## src/rtl/fft_stage_sequencer.sv

```systemverilog
// Stage/butterfly address sequencer for an in-place radix-2 DIT FFT with start/busy/done handshake.
// Optional build macro FFT_SEQ_SCALE_EN: assert scale on every write (divide by 2 per stage).
module fft_stage_sequencer #(
  parameter int N_LOG2 = 3
) (
  input  logic              clk,
  input  logic              rst,
  input  logic              start,
  output logic              busy,
  output logic              done,
  output logic              rd_en,
  output logic [N_LOG2-1:0] rd_addr_a,
  output logic [N_LOG2-1:0] rd_addr_b,
  output logic [N_LOG2-2:0] tw_addr,
  output logic              wr_en,
  output logic [N_LOG2-1:0] wr_addr_a,
  output logic [N_LOG2-1:0] wr_addr_b,
  output logic [N_LOG2-1:0] stage,
  output logic              scale
);

  localparam int L = N_LOG2;
  localparam int unsigned S_LAST_I = N_LOG2 - 1;
  localparam logic [L-1:0] S_LAST = S_LAST_I[L-1:0];
  localparam logic [L-1:0] ONE    = {{(L-1){1'b0}}, 1'b1};
  localparam logic [L-2:0] J_LAST = {(L-1){1'b1}};
  localparam logic [L-2:0] J_ONE  = {{(L-2){1'b0}}, 1'b1};

  typedef enum logic [2:0] {
    ST_IDLE  = 3'd0,
    ST_RUN   = 3'd1,
    ST_GAP   = 3'd2,
    ST_FLUSH = 3'd3,
    ST_DONE  = 3'd4
  } state_t;

  state_t       state_r, state_nx_s;
  logic [L-1:0] s_r, s_nx_s;
  logic [L-2:0] j_r, j_nx_s;

  logic         rd_en_s, busy_s, done_s;
  logic [L-1:0] addr_a_s, addr_b_s, j_ext_s, k_s, tw_full_s;
  logic [L-2:0] tw_s;

  // State and loop counter register
  always_ff @(posedge clk) begin
    if (rst) begin
      state_r <= ST_IDLE;
      s_r     <= {L{1'b0}};
      j_r     <= {(L-1){1'b0}};
    end else begin
      state_r <= state_nx_s;
      s_r     <= s_nx_s;
      j_r     <= j_nx_s;
    end
  end

  // Next-state and counter advance
  always_comb begin
    state_nx_s = state_r;
    s_nx_s     = s_r;
    j_nx_s     = j_r;
    case (state_r)
      ST_IDLE: begin
        if (start) begin
          state_nx_s = ST_RUN;
          s_nx_s     = {L{1'b0}};
          j_nx_s     = {(L-1){1'b0}};
        end else begin
          state_nx_s = ST_IDLE;
        end
      end
      ST_RUN: begin
        if (j_r == J_LAST) begin
          j_nx_s     = {(L-1){1'b0}};
          state_nx_s = (s_r < S_LAST) ? ST_GAP : ST_FLUSH;
        end else begin
          j_nx_s = j_r + J_ONE;
        end
      end
      // Bubble keeps the next stage's first read clear of this stage's last write
      ST_GAP: begin
        state_nx_s = ST_RUN;
        s_nx_s     = s_r + ONE;
        j_nx_s     = {(L-1){1'b0}};
      end
      ST_FLUSH: state_nx_s = ST_DONE;
      ST_DONE: begin
        state_nx_s = ST_IDLE;
        s_nx_s     = {L{1'b0}};
      end
      default: begin
        state_nx_s = ST_IDLE;
        s_nx_s     = {L{1'b0}};
        j_nx_s     = {(L-1){1'b0}};
      end
    endcase
  end

  // Read-side values for the upcoming cycle, from the next-state counters
  always_comb begin
    rd_en_s   = (state_nx_s == ST_RUN);
    busy_s    = (state_nx_s != ST_IDLE);
    done_s    = (state_nx_s == ST_DONE);
    j_ext_s   = {1'b0, j_nx_s};
    k_s       = j_ext_s & ~({L{1'b1}} << s_nx_s);
    tw_full_s = k_s << (S_LAST - s_nx_s);
    if (rd_en_s) begin
      addr_a_s = ((j_ext_s >> s_nx_s) << (s_nx_s + ONE)) | k_s;
      addr_b_s = addr_a_s | (ONE << s_nx_s);
      tw_s     = tw_full_s[L-2:0];
    end else begin
      addr_a_s = {L{1'b0}};
      addr_b_s = {L{1'b0}};
      tw_s     = {(L-1){1'b0}};
    end
  end

  // Registered outputs; the write side is the read side delayed by one cycle
  always_ff @(posedge clk) begin
    if (rst) begin
      busy      <= 1'b0;
      done      <= 1'b0;
      rd_en     <= 1'b0;
      rd_addr_a <= {L{1'b0}};
      rd_addr_b <= {L{1'b0}};
      tw_addr   <= {(L-1){1'b0}};
      stage     <= {L{1'b0}};
      wr_en     <= 1'b0;
      wr_addr_a <= {L{1'b0}};
      wr_addr_b <= {L{1'b0}};
      scale     <= 1'b0;
    end else begin
      busy      <= busy_s;
      done      <= done_s;
      rd_en     <= rd_en_s;
      rd_addr_a <= addr_a_s;
      rd_addr_b <= addr_b_s;
      tw_addr   <= tw_s;
      stage     <= s_nx_s;
      wr_en     <= rd_en;
      wr_addr_a <= rd_addr_a;
      wr_addr_b <= rd_addr_b;
`ifdef FFT_SEQ_SCALE_EN
      scale     <= rd_en;
`else
      scale     <= 1'b0;
`endif
    end
  end

endmodule

```

## config.mk

```make
export PLATFORM = sky130hd
export DESIGN_NAME = fft_stage_sequencer
export DESIGN_NICKNAME = d
export VERILOG_FILES = /design/src/rtl/fft_stage_sequencer.sv
export SDC_FILE = /design/constraint.sdc
export NUM_CORES = 1
export LEC_CHECK = 0
export ABC_AREA = 1
export CORE_MARGIN = 8
export CORE_UTILIZATION = 35
export DETAILED_ROUTE_END_ITERATION = 12
export GPL_ROUTABILITY_DRIVEN = 0
export PLACE_DENSITY = 0.68
export REMOVE_ABC_BUFFERS = 1
export SKIP_CTS_REPAIR_TIMING = 1
export SYNTH_ARGS = -nofsm -noshare
export SYNTH_HDL_FRONTEND = slang
export SYNTH_SLANG_ARGS = --single-unit
```

## constraint.sdc

```tcl
create_clock -name clk -period 2.65 [get_ports clk]
set_clock_uncertainty 0.05 [all_clocks]
set_input_delay 0.53 -clock clk [delete_from_list [all_inputs] [get_ports clk]]
set_output_delay 0.53 -clock clk [all_outputs]
set_load 0.03 [all_outputs]
```

==> impl_metrics.toml <==
[pwr]
power.density_nw_per_um2 = 468
power.leakage_nw = 0.734
vdd_ir_drop_max_mv = 0.183

[grt]
grt_util_met2_pct = 15.1
grt_first_pass_wirelength_um = 3910
grt.busiest_layer = "met2"
track_usage_pct = 9.19
grt_pass1_vias = 899
antenna_found_initial = 0
grt_max_degree = 16
grt-ovfl-total = 0
use_met3_pct = 2.53
grtUsageMet1_pct = 10.5

[synth]
synthCells = 162
ys_seq_area_share_pct = 43.1
synth.top_cell.area_share_pct = 43.1
ys_ff_latch = 26
ys_warn_count = 0
ys.flop_type = "dfxtp_1"
synth_area_sq_um = 1210
async_reset_ff_share_pct = 0
yosysTopAreaCell = "dfxtp_1"
synth_area_leaders = "dfxtp_1 43%, nand2_1 12%, nor2_1 8.1%, inv_1 7.8%, ha_1 6.2%"
synth_cell_types = 23
syn_area_per_cell_sq_um = 7.46
synth_edf_count = 0

[setup_path]
arrival_ns = 1.51
crit_required_ns = 2.07
regToRegSetupSlack_ns = 0.61
end_kind = "output pin"
path_cells = "clkdlybuf4s50_1"
path_buf_inv = 1
cp_slowest_cell = "clkdlybuf4s50_1"
path_class = "reg -> out"
startpoint_type = "register"
cp_max_fo = 6
crit_family = "buffers and inverters"
max_stage_delay_ns = 0.72

[sta]
min_period_over_period_pct = 79.0
timing.hold.ws_ns = 0.371
setup_tns_ns = 0
hold_violations = 0
setup-violations-final = 0
rsz0062_at_grt = "no"
layout_min_cycle_time_ns = 2.09
slew_viol_final = 0
max_freq_mhz = 478

[run_status]
status = "complete, no violations"

[cts]
cts_inserted_buffers = 3
clockBufferDepth = 2
cts.sinks = 26
cts.reportedPaths.clkPinSlew_ns = 0.15
htree_levels = 1
insertion_delay_ns = 0.32
cts_tree = "done"
cts_root_buffer = "clkbuf_4"

[die]
core-area_sq_um = 3340
die-area_sq_um = 5590
rows = 21
die_w_um = 74.8
io_pins = 25
die_y_um = 74.8
start_util_pct = 36.2

[route]
num_vias = 994
routed_wirelength_um = 2350
wire_per_inst_um = 10.0
drt_pass1_iterations = 4
drt_iter0_drc = 41
drc = 0
ant_nets = 0
via_per_inst = 4.25

[finish]
fill_cells = 357
fin_area_sq_um = 1530
n_antenna_cell = 0
final_layout_size_suffix_gt1_share_pct = 14.4
layout.nets = 198
syn_to_final_growth_pct = 26.8

[place]
portBuffers = 23
dp_hpwl_um = 1810
place_area_sq_um = 1500

[worst_hold_path]
hold_path.class = "reg -> reg"

[flow_run]
maxCapViolCount = 0
-- cell type report --
cell class                      instances  area [sq um]  area share, %
Multi-Input combinational cell        103           561           36.6
Sequential cell                        26           520           34.0
Timing Repair Buffer                   25           245           16.0
Inverter                               30           113           7.35
Tap cell                               46          57.6           3.76
Clock buffer                            4          36.3           2.37
-- cell families (layout without fill, tap and decap cells) --
logic type | Yosys count | after routing | share of synthesized area [%]
xor+xnor | 1 | 1 | 0.725
compound gates | 11 | 11 | 7.04
fa+ha+maj | 6 | 6 | 6.21
flops | 26 | 26 | 43.1
other cells | 1 | 1 | 0.310
simple gates | 84 | 84 | 32.1
buf+inv | 33 | 59 | 10.6
-- cells in the mapped netlist (2+ instances only) --
cell      instances
nand2_2           3
nand3_1          10
o21ai_2           5
a21oi_1           2
nand2_1          38
inv_2             5
nand3_2           3
dfxtp_1          26
clkbuf_1          2
nor2_1           26
inv_1            25
ha_1              6
-- per-layer routing --
metal / vias to the layer above / wire length [um] / share of wire (%)
li1: 537 / - / -
met1: 436 / 1070 / 46
met3: 2 / 155 / 6.6
met5: - / 0 / 0
met4: 0 / 21 / 0.89
met2: 19 / 1100 / 47
-- registers in the layout, summed over array words and instances, names as in the netlist, 2 cells and up --
signal and cells:
wr_addr_a 3, state_r 3, rd_addr_a 3, tw_addr 2, j_r 2, rd_addr_b 3
wr_addr_b 3, stage 3
-- path summary, 6_finish.rpt --
check / cells after the start / to / start
max: 1 / stage[2] / stage[2]$_SDFF_PP0_
min: 2 / wr_en$_SDFF_PP0_ / rd_en$_SDFF_PP0_
max reg2reg: 13 / rd_addr_b[1]$_SDFF_PP0_ / stage[1]$_SDFF_PP0_
min reg2reg: 2 / wr_en$_SDFF_PP0_ / rd_en$_SDFF_PP0_
-- layout by cell type, fill, tap and decap left out, drive strengths merged --
cell type      netlist  final
clkbuf               2      4
a21oi                3      3
ha                   6      6
buf                  1      2
o21ai                7      7
nand4                1      1
nand3               13     13
dfxtp               26     26
xor2                 1      1
inv                 30     30
nand2               42     42
o31ai                1      1
conb                 1      1
clkdlybuf4s50        0     23
nor2                28     28
-- metrics by stage --
stage          util, %  setup slack (ns)  instances  power, mW
3_3_place_gp      44.8             0.234        230      0.523
2_1_floorplan        -             0.646        159      0.487
3_5_place_dp      44.8             0.229        230      0.524
6_report          45.9             0.556        234      0.717
5_1_grt           45.9             0.388        234      0.751
4_1_cts           45.9             0.548        234      0.728
-- power breakdown --
part / internal (mW) / switching, mW / total (mW)
sequential: 0.405 / 0.00680 / 0.412
combinational: 0.0385 / 0.0639 / 0.102
clock: 0.0840 / 0.119 / 0.203
total: 0.527 / 0.189 / 0.717
(Power assumes the default switching activity.)
